## src/rtl/fir_sample_fifo.sv

```systemverilog
// First-word-fall-through input sample buffer for the folded 8-tap FIR filter.
// Decouples a bursty valid/ready source from the FIR FSM's one-pop-per-iteration schedule.
module fir_sample_fifo #(
    parameter  int DW    = 16,
    parameter  int DEPTH = 4,
    localparam int AW    = $clog2(DEPTH)
) (
    input  logic          clk,
    input  logic          rst,
    input  logic          flush,
    input  logic [DW-1:0] s_data,
    input  logic          s_valid,
    output logic          s_ready,
    output logic          en,
    output logic [DW-1:0] x_out,
    input  logic          shift,
    output logic [AW:0]   level,
    output logic          empty,
    output logic          full,
    output logic          err_underflow
);

    localparam logic [AW:0] LEVEL_FULL = (AW+1)'(DEPTH);

    logic [DW-1:0] mem_q [DEPTH];
    logic [AW-1:0] wr_ptr_q, wr_ptr_d;
    logic [AW-1:0] rd_ptr_q, rd_ptr_d;
    logic [AW:0]   level_q, level_d;
    logic          err_q, err_d;
    logic          push, pop, underflow;

    assign empty   = (level_q == '0);
    assign full    = (level_q == LEVEL_FULL);
    // No pass-through: a pop in the same cycle does not open a slot while full.
    assign s_ready = ~full;
    assign en      = ~empty;
    assign x_out   = empty ? '0 : mem_q[rd_ptr_q];
    assign level   = level_q;
    assign err_underflow = err_q;

    assign push      = s_valid & s_ready & ~flush;
    assign pop       = shift & ~empty & ~flush;
    assign underflow = shift & empty & ~flush;

    always_comb begin
        wr_ptr_d = wr_ptr_q;
        rd_ptr_d = rd_ptr_q;
        level_d  = level_q;
        err_d    = err_q | underflow;
        if (flush) begin
            wr_ptr_d = '0;
            rd_ptr_d = '0;
            level_d  = '0;
            err_d    = 1'b0;
        end else begin
            if (push) wr_ptr_d = wr_ptr_q + 1'b1;
            if (pop)  rd_ptr_d = rd_ptr_q + 1'b1;
            case ({push, pop})
                2'b10:   level_d = level_q + 1'b1;
                2'b01:   level_d = level_q - 1'b1;
                default: level_d = level_q;
            endcase
        end
    end

    // NOTE: sequential state uses non-blocking assignments so every register
    // samples the pre-edge values regardless of statement order.
    always_ff @(posedge clk or posedge rst) begin
        if (rst) begin
            wr_ptr_q <= '0;
            rd_ptr_q <= '0;
            level_q  <= '0;
            err_q    <= 1'b0;
        end else begin
            wr_ptr_q <= wr_ptr_d;
            rd_ptr_q <= rd_ptr_d;
            level_q  <= level_d;
            err_q    <= err_d;
        end
    end

    // NOTE: the sample words are reset too, so nothing downstream can ever
    // observe X from storage; flush leaves them alone since they are unreachable.
    always_ff @(posedge clk or posedge rst) begin
        if (rst) begin
            for (int i = 0; i < DEPTH; i++) mem_q[i] <= '0;
        end else if (push) begin
            mem_q[wr_ptr_q] <= s_data;
        end
    end

endmodule

```

## config.mk

```make
export PLATFORM = sky130hd
export DESIGN_NAME = fir_sample_fifo
export DESIGN_NICKNAME = d
export VERILOG_FILES = /design/src/rtl/fir_sample_fifo.sv
export SDC_FILE = /design/constraint.sdc
export NUM_CORES = 1
export LEC_CHECK = 0
export ABC_CLOCK_PERIOD_IN_PS = 3680
export BUFFER_PORTS_ARGS = -buffer_cell sky130_fd_sc_hd__buf_2
export CORE_MARGIN = 3
export CORE_UTILIZATION = 50
export CTS_CLUSTER_SIZE = 40
export DETAILED_ROUTE_END_ITERATION = 7
export PLACE_DENSITY = 0.69
export REMOVE_ABC_BUFFERS = 1
export SETUP_SLACK_MARGIN = 0.15
export SYNTH_ARGS = -nofsm -noshare
export SYNTH_HDL_FRONTEND = slang
export SYNTH_SLANG_ARGS = --single-unit
export TNS_END_PERCENT = 50
```

## constraint.sdc

```tcl
create_clock -name clk -period 3.68 [get_ports clk]
set_input_delay 0.736 -clock clk [delete_from_list [all_inputs] [get_ports clk]]
set_output_delay 0.736 -clock clk [all_outputs]
set_load 0.02 [all_outputs]
```

==> results of run 1 <==
==> how the worst max path moves through the flow <==
stage | start | to | slack [ps] | cells past startpoint
global route | rd_ptr_q[1]$_DFFE_PP0P_ | x_out[12] | 700 | 4
CTS | rd_ptr_q[1]$_DFFE_PP0P_ | x_out[12] | 770 | 4
floorplan | rst | err_underflow$_DFF_PP0_ | 1120 | 1
detailed placement | s_valid | mem_q[34]$_DFFE_PP0P_ | 1120 | 4
global placement | rd_ptr_q[1]$_DFFE_PP0P_ | x_out[12] | 1160 | 4
finish | rd_ptr_q[1]$_DFFE_PP0P_ | x_out[12] | 800 | 4
==> power groups by stage <==
stage	clock, mW	combinational, mW	sequential [mW]
5_1_grt	0.746	0.876	1.20
3_5_place_dp	0	0.823	1.18
2_1_floorplan	0	0.624	1.15
6_report	0.692	0.812	1.16
3_3_place_gp	0	0.802	1.17
4_1_cts	0.707	0.824	1.17
==> cell usage after synthesis, types with 4 or more instances <==
cell	number
dfrtp_1	72
mux2_4	40
mux2_2	25
nor2b_1	19
mux4_2	16
inv_1	7
a21oi_1	5
buf_2	5
nor2_1	5
buf_12	4
clkbuf_1	4
ha_1	4
nand3_4	4
==> cell families after synthesis <==
kind of cell	after synthesis
DFF	72
and+or+nand+nor	39
buffers and inverters	24
AOI/OAI and AO/OA	18
muxes	81
xor gates and xnor gates	3
adders and majority gates	5
==> area by class of cell <==
| cell class | instances | area (um^2) |
|---|---|---|
| fill | 581 | 2853 |
| inverter | 7 | 26.28 |
| multi-input combinational | 146 | 1739 |
| sequential | 72 | 1802 |
| clock inverter | 5 | 80.08 |
| timing repair buffer | 49 | 257.7 |
| clock buffer | 11 | 141.4 |
| tap | 96 | 120.1 |
==> layer usage <==
metal,share of wire,global-route usage,up-vias
li1,-,-,962
met1,0.48,0.2406,1077
met2,0.47,0.2677,42
met3,0.039,0.04793,5
met4,0.012,0.05941,0
met5,0,0,-
==> per-stage QoR <==
step	utilization	power, mW
after detailed placement	0.5620	1.999
after CTS	0.5936	2.696
after floorplan	-	1.772
final	0.5936	2.668
after global routing	0.5936	2.820
after global placement	0.5620	1.970
==> critical path: stages, from the launching register on <==
cell	delay, ps
dfrtp_1	680
buf_4	300
mux4_2	510
nor2b_1	150
buf_2	160
==> registers in the layout, indices dropped and copies added (netlist names) <==
name           count
wr_ptr_q           2
level              3
err_underflow      1
mem_q             64
rd_ptr_q           2
==> results.ini, run 1 <==
[timing]
relSlewSlack = 0.5243
period_needed_ps = 2875
slew_viol_final = 0
whs_ps = 335.0
fin_skew_ps = 6.157
fmax_mhz = 347.8
finalHoldViolCount = 0
fin_setup_tns_ps = 0
tightest_slew_ps = 712.1
rsz0062_at_grt = no
setup_viol = 0
finalCritPeriodShare = 0.7813
timing.final.ws_setup_ps = 805.0

[place]
pre_cts_ws_ps = 1120
dpl_cell_area_um2 = 3945
dpl.hpwl_mm = 4.514
port_buffers = 44
gp_congestion = 0.7657
dp.cells = 370

[routing]
wl_per_cell_um = 17.37
drcViolationCount = 0
drt-vias-per-instance = 5.404
wl_mm = 6.705
dr.pass1.iters = 4
drtAntennaViolNets = 0
drt_iter0_drc = 72
vias = 2086

[floorplanning]
die-area_um2 = 8521
initial_utilization = 0.5307
core_um2 = 7019
die_h_um = 92.31
row_count = 30
ios = 45
die_w_um = 92.31

[clocking]
cts_tree = built
clk_path_buf_depth = 2
cts-root-buf = clkbuf_8
clkLatencyLatePin_ps = 340
post_cts_buffers = 0
numCtsBuffers = 9
htreeDepth = 3
clkTransAtPathRegs_ps = 80
ctsHoldBuffers = 0
cts_resized = 0
cts_num_sinks = 72

[yosys]
synth_adder_area_share = 0.01881
ys_warn_count = 0
synth_xor_area_frac = 0.007054
syn_area_per_cell_um2 = 15.39
postSynthCellCount = 242
netlist_area_um2 = 3725
synthSimpleGateAreaFrac = 0.07491
yosys.area.top_type = dfrtp_1
synth_top_family_by_area = multiplexers
synthFlopType = dfrtp_1
synth-compound-area-share = 0.03258
ys_types = 34
synthArstFlopShare = 1.000
synthTopCellsByArea = dfrtp_1 (48%), mux2_4 (16%), mux4_2 (9.7%)
muxShareOfSynthArea = 0.3336
yosysSeqAreaShare = 0.4837
synth.ff_latch_count = 72
yosys.area.top_type_share = 0.4837
synth_edf_count = 0

[power_and_ir_drop]
intPower_mw = 1.904
p_comb_frac = 0.304
p_per_area_nw_per_um2 = 640.4
clockPowerShare = 0.259
p_leak_nw = 1.997
power.net_switching_mw = 0.7642
seqPwrFrac = 0.436
peakVddDrop_uv = 225.8
swShare = 0.2864

[run]
maxCapViolations = 0

[grt]
grt_antenna_before_repair = 0
grt_overflow = 0
grt_use_total = 0.1745
grt_pass1_wl_mm = 11.50
grt_max_degree = 32
grt_pass1_vias = 2252

[worst_setup_path]
end_kind = output port
reg2reg_depth = 6
cp_max_fo = 9
worstPathArrival_ps = 2140
regToRegEndpoint = level[1]$_DFFE_PP0P_
worstPathRequired_ps = 2940
cp-start-kind = flop
path_class = flop to output port
reg2reg_setup_slack_ps = 1340
r2r-start = level[1]$_DFFE_PP0P_

[cells_and_area]
finalNonFillerCells = 386
finalNetCount = 311
layout_common_cells = dfrtp_1 (72), buf_2 (44), mux2_4 (40)
design_area_um2 = 4167
layout_commonest_cell = dfrtp_1
antenna_cells = 0
drive_above_1_share = 0.5241
area_growth_pct = 11.86

[hold_path]
hold_path_class = input pin to asynchronous set/reset pin

[run_status]
status = complete, no violations

Note: power is estimated with default switching activity, not from simulation.
==> inputs of run 2 (changes only) <==
--- a/config.mk
+++ b/config.mk
@@ -5,13 +5,13 @@
 export SDC_FILE = /design/constraint.sdc
 export NUM_CORES = 1
 export LEC_CHECK = 0
-export ABC_CLOCK_PERIOD_IN_PS = 3680
+export ABC_CLOCK_PERIOD_IN_PS = 2400
 export BUFFER_PORTS_ARGS = -buffer_cell sky130_fd_sc_hd__buf_2
 export CORE_MARGIN = 3
 export CORE_UTILIZATION = 50
 export CTS_CLUSTER_SIZE = 40
 export DETAILED_ROUTE_END_ITERATION = 7
-export PLACE_DENSITY = 0.69
+export PLACE_DENSITY = 0.72
 export REMOVE_ABC_BUFFERS = 1
 export SETUP_SLACK_MARGIN = 0.15
 export SYNTH_ARGS = -nofsm -noshare
==> constraint.sdc (replaced) <==
create_clock -name clk -period 2.4 [get_ports clk]
set_input_delay 0.48 -clock clk [delete_from_list [all_inputs] [get_ports clk]]
set_output_delay 0.48 -clock clk [all_outputs]
set_load 0.02 [all_outputs]
==> run 2 against run 1 <==
Against the previous run: first-iteration DRC count is 14% higher; critical endpoint is now x_out[5]; sequential power rose by 52%; largest cell class unchanged; utilization increased by 2.9 points; critical path type unchanged.
==> results.ini, run 2 (synthesis gave the netlist of run 1 again) <==
[run_status]
status = complete, no violations

[timing]
setup_viol = 0
slew_viol_final = 0
finalHoldViolCount = 0
fmax_mhz = 446.9
fin_setup_tns_ps = 0
period_needed_ps = 2238
rsz0062_at_grt = yes
finalCritPeriodShare = 0.9324
tightest_slew_ps = 553.6
fin_skew_ps = 13.18
relSlewSlack = 0.6304

[clocking]
cts_tree = built
htreeDepth = 3
cts_num_sinks = 72
numCtsBuffers = 9
clk_path_buf_depth = 2
clkLatencyLatePin_ps = 350
clkTransAtPathRegs_ps = 80
ctsHoldBuffers = 0
cts-root-buf = clkbuf_8

[cells_and_area]
area_growth_pct = 17.23
finalNonFillerCells = 395
regMostFlops = mem_q
antenna_cells = 0
final_util = 0.6221
layout_commonest_cell = dfrtp_1
fillCellCount = 525
drive_above_1_share = 0.5518
largest_reg_flops = 64
finalNetCount = 321
layout_common_cells = dfrtp_1 (71), buf_2 (44), mux2_4 (40)

[routing]
drt-vias-per-instance = 5.327
drt_iter0_drc = 82
wl_mm = 6.881
drcViolationCount = 0
vias = 2104
dr.pass1.iters = 4
wl_per_cell_um = 17.42
drtAntennaViolNets = 0

[grt]
grt_antenna_before_repair = 0
grt_use_total = 0.1743
grt_overflow = 0
grt_pass1_wl_mm = 11.44
grt_pass1_vias = 2204
grt_max_degree = 48

[power_and_ir_drop]
p_per_area_nw_per_um2 = 1006
p_leak_nw = 2.098
power.total_mw = 4.391
peakVddDrop_uv = 485.5

[floorplanning]
die_h_um = 92.31
initial_utilization = 0.5307
ios = 45
core_um2 = 7019
row_count = 30
die_w_um = 92.31
die-area_um2 = 8521

[worst_setup_path]
regToRegEndpoint = level[1]$_DFFE_PP0P_
worstPathRequired_ps = 1920
cp-start-kind = flop
end_kind = output port
path_class = flop to output port
crit_chain = buf_12 -> mux4_2 -> nor2b_1 -> buf_2
worst_path_largest_cell_delay_ps = 510
reg2reg_setup_slack_ps = 270
reg2reg_depth = 6
crit_path_top_delay_cell = mux4_2
worstPathArrival_ps = 1760
cp_max_fo = 7
r2r-start = level[2]$_DFFE_PP0P_

[place]
dpl.hpwl_mm = 4.456
dp.cells = 376
port_buffers = 44
gp_congestion = 0.7877

[run]
maxCapViolations = 0

[hold_path]
hold_path_class = input pin to asynchronous set/reset pin

-- run 2: cell count changes in the layout (fill, tap and decap cells not counted), sizes merged --
cell,delta
bufinv,+2
clkinvlp,-2
buf,+9
-- run 2: worst max-delay path, delay by kind of cell, from the launching register on --
family | cells | cell delay [ps]
flip-flops | 1 | 450
AND/OR/NAND/NOR | 1 | 140
buffers and inverters | 2 | 310
multiplexers | 1 | 510
-- run 2: how the worst max path moves through the flow --
stage	startpoint	endpoint	slack [ps]
2_1_floorplan	rst	err_underflow$_DFF_PP0_	100
3_3_place_gp	level[2]$_DFFE_PP0P_	level[1]$_DFFE_PP0P_	270
3_5_place_dp	level[2]$_DFFE_PP0P_	level[1]$_DFFE_PP0P_	180
4_1_cts	rd_ptr_q[1]$_DFFE_PP0P_	x_out[11]	110
5_1_grt	rd_ptr_q[0]$_DFFE_PP0P_	x_out[5]	100
6_report	rd_ptr_q[0]$_DFFE_PP0P_	x_out[5]	160
-- run 2: layout make-up --
cell class / count / area [um^2] / area share
repair buffers: 59 / 404.1 / 0.09255
multi-input cells: 146 / 1747 / 0.4000
clock inverters: 5 / 128.9 / 0.02951
clock buffers: 10 / 137.6 / 0.03152
well taps: 96 / 120.1 / 0.02751
flip-flops and latches: 72 / 1803 / 0.4129
inverters: 7 / 26.28 / 0.006017
-- run 2: repair_timing --
item | CTS | global route
setup endpoints to repair | 15 | 17
setup buffers | 0 | 3
gates resized for setup | 4 | 6
gates cloned | 0 | 1
pin swaps | 0 | 0
-- run 2: report_power, final --
part	internal (mW)	switching, mW
sequential	1.56	0.196
clock	0.820	0.444
combinational	0.818	0.548
total	3.20	1.19
-- run 2: per-layer routing --
| layer | GRT usage | up-vias | wire (um) |
|---|---|---|---|
| met4 | 0.05693 | 0 | 75 |
| met5 | 0 | - | 0 |
| met2 | 0.2779 | 45 | 3438 |
| li1 | - | 988 | - |
| met1 | 0.2255 | 1065 | 3089 |
| met3 | 0.05768 | 6 | 278 |
-- run 2: through the flow --
step                      area (um^2)  worst slack (ps)  hold slack, ps
after floorplan                  3567             95.08           473.9
after global placement           4015             270.8           481.8
after detailed placement         4015             176.1           492.7
after CTS                        4297             106.9           183.8
after global routing             4367             99.13           200.1
final                            4367             162.3           164.8
==> inputs of run 3 (changes only) <==
--- a/config.mk
+++ b/config.mk
@@ -11,6 +11,7 @@
 export CORE_UTILIZATION = 50
 export CTS_CLUSTER_SIZE = 40
 export DETAILED_ROUTE_END_ITERATION = 7
+export GPL_TIMING_DRIVEN = 0
 export PLACE_DENSITY = 0.72
 export REMOVE_ABC_BUFFERS = 1
 export SETUP_SLACK_MARGIN = 0.15
==> run 3 against run 2 <==
Against the previous run: design area shrank 1.8%; non-clock buffer count down 6; sequential cell count unchanged; critical path depth did not move; register-to-register slack lost 60 ps; clock skew down 8.1 ps; combinational power about the same; clock power is 23% lower; clock-buffer cell count grew 1; utilization is 1.1 points lower; wire length up 4.0%; worst hold slack improved by 160 ps; critical path type unchanged; critical endpoint is now x_out[7]; largest cell class unchanged; largest power group unchanged.
==> results.ini, run 3 (synthesis gave the netlist of run 1 again) <==
[run_status]
status = complete, no violations

[grt]
grt_use_total = 0.1775
grt_overflow = 0
grt_pass1_wl_mm = 11.76
grt_max_degree = 73
grt_antenna_before_repair = 0
grt_pass1_vias = 2258

[cells_and_area]
layout_common_cells = dfrtp_1 (67), buf_2 (41), mux2_4 (40)
regMostFlops = mem_q
drive_above_1_share = 0.5680
area_growth_pct = 15.15
design_area_um2 = 4289
final_util = 0.6111
largest_reg_flops = 64
layout_commonest_cell = dfrtp_1
finalNetCount = 315
antenna_cells = 0

[clocking]
cts_tree = built
clkTransAtPathRegs_ps = 80
clk_path_buf_depth = 2
cts-root-buf = clkbuf_8
clkLatencyLatePin_ps = 340
cts_num_sinks = 72
htreeDepth = 3
numCtsBuffers = 9

[timing]
fmax_mhz = 448.5
slew_viol_final = 0
timing.final.ws_setup_ps = 170.1
tightest_slew_ps = 891.2
period_needed_ps = 2230
setup_viol = 0
rsz0062_at_grt = yes
finalHoldViolCount = 0
fin_skew_ps = 5.111
finalCritPeriodShare = 0.9291
relSlewSlack = 0.4059

[worst_setup_path]
cp_max_fo = 6
cp-start-kind = flop
worstPathRequired_ps = 1920
worstPathArrival_ps = 1750
path_class = flop to output port
crit_chain = clkbuf_16 -> mux4_2 -> nor2b_1 -> buf_2
crit_path_top_delay_cell = mux4_2
end_kind = output port
worst_path_largest_cell_delay_ps = 490

[power_and_ir_drop]
seqPwrFrac = 0.434
clockPowerShare = 0.234
power.net_switching_mw = 1.217
peakVddDrop_uv = 366.4
swShare = 0.2931
p_comb_frac = 0.331
p_per_area_nw_per_um2 = 968.4
p_leak_nw = 2.036
intPower_mw = 2.936

[hold_path]
hold_path_class = input pin to asynchronous set/reset pin

[routing]
drt_iter0_drc = 90
vias = 2120
dr.pass1.iters = 4
wl_per_cell_um = 18.35
drtAntennaViolNets = 0
drt-vias-per-instance = 5.436
wl_mm = 7.157
drcViolationCount = 0

[floorplanning]
die_h_um = 92.31
die-area_um2 = 8521
die_w_um = 92.31
row_count = 30
initial_utilization = 0.5307
ios = 45
core_um2 = 7019

[place]
gp_congestion = 0.7128
pre_cts_ws_ps = -114.8
dpl_cell_area_um2 = 3910
dpl.hpwl_mm = 4.331
port_buffers = 44

[run]
maxCapViolations = 0

[run 3: changes by cell type in the layout (fill, tap and decap cells not counted), sizes merged]
cell      previous run  this run
buf                 58        52
bufinv               4         1
clkbuf              11        12
clkinv               1         2
clkinvlp             0         2
[run 3: area by class of cell]
type	count	area, um^2
clock buffer	11	151.4
clock inverter	5	55.05
fill	547	2730
inverter	7	28.78
multi-input combinational	146	1784
sequential	72	1813
tap	96	120.1
timing repair buffer	53	336.6
[run 3: power by group through the flow]
stage / logic [mW] / clock network (mW) / registers, mW
CTS: 1.31 / 1.00 / 1.79
finish: 1.38 / 0.974 / 1.80
floorplan: 0.957 / 0 / 1.76
global route: 1.48 / 1.04 / 1.85
global placement: 1.18 / 0 / 1.82
detailed placement: 1.21 / 0 / 1.84
[run 3: routing by layer]
layer,vias to the layer above,GRT usage,share of wire
met3,8,0.04630,0.036
li1,976,-,-
met4,0,0.05074,0.010
met2,48,0.2840,0.50
met5,-,0,0
met1,1088,0.2401,0.46
[run 3: path summary, 6_finish.rpt]
| check | start | end | slack, ps | cells after the start |
|---|---|---|---|---|
| hold reg to reg | mem_q[31]$_DFFE_PP0P_ | mem_q[31]$_DFFE_PP0P_ | 500 | 1 |
| min in group clk | s_data[14] | mem_q[46]$_DFFE_PP0P_ | 410 | 2 |
| max in group asynchronous | rst | rd_ptr_q[1]$_DFFE_PP0P_ | 1390 | 2 |
| setup / recovery | rd_ptr_q[0]$_DFFE_PP0P_ | x_out[7] | 170 | 4 |
| hold / removal | rst | mem_q[8]$_DFFE_PP0P_ | 320 | 2 |
| setup reg to reg | level[0]$_DFFE_PP0P_ | level[1]$_DFFE_PP0P_ | 210 | 6 |
[run 3: critical path: cells and delay by family, from the launching register on]
family                 cells  cell delay, ps
flip-flops                 1             460
multiplexers               1             490
AND/OR/NAND/NOR            1             140
buffers and inverters      2             330
[run 3: what timing repair did]
action                                  in CTS  in global routing
setup buffers                                8                  0
hold buffers                                 0                  0
endpoints found under the setup margin      21                 14
gates resized for setup                      6                 17
gates cloned                                 0                  1
pin swaps                                    1                  0
[run 3: stage by stage]
step / TNS, ps / hold slack [ps] / std cells / total power [mW]
floorplan: 0 / 473.9 / 225 / 2.717
global placement: -56550 / 481.9 / 365 / 2.996
detailed placement: -1359 / 488.8 / 365 / 3.051
CTS: 0 / 348.8 / 389 / 4.107
global route: 0 / 381.4 / 390 / 4.366
finish: 0 / 324.1 / 390 / 4.154
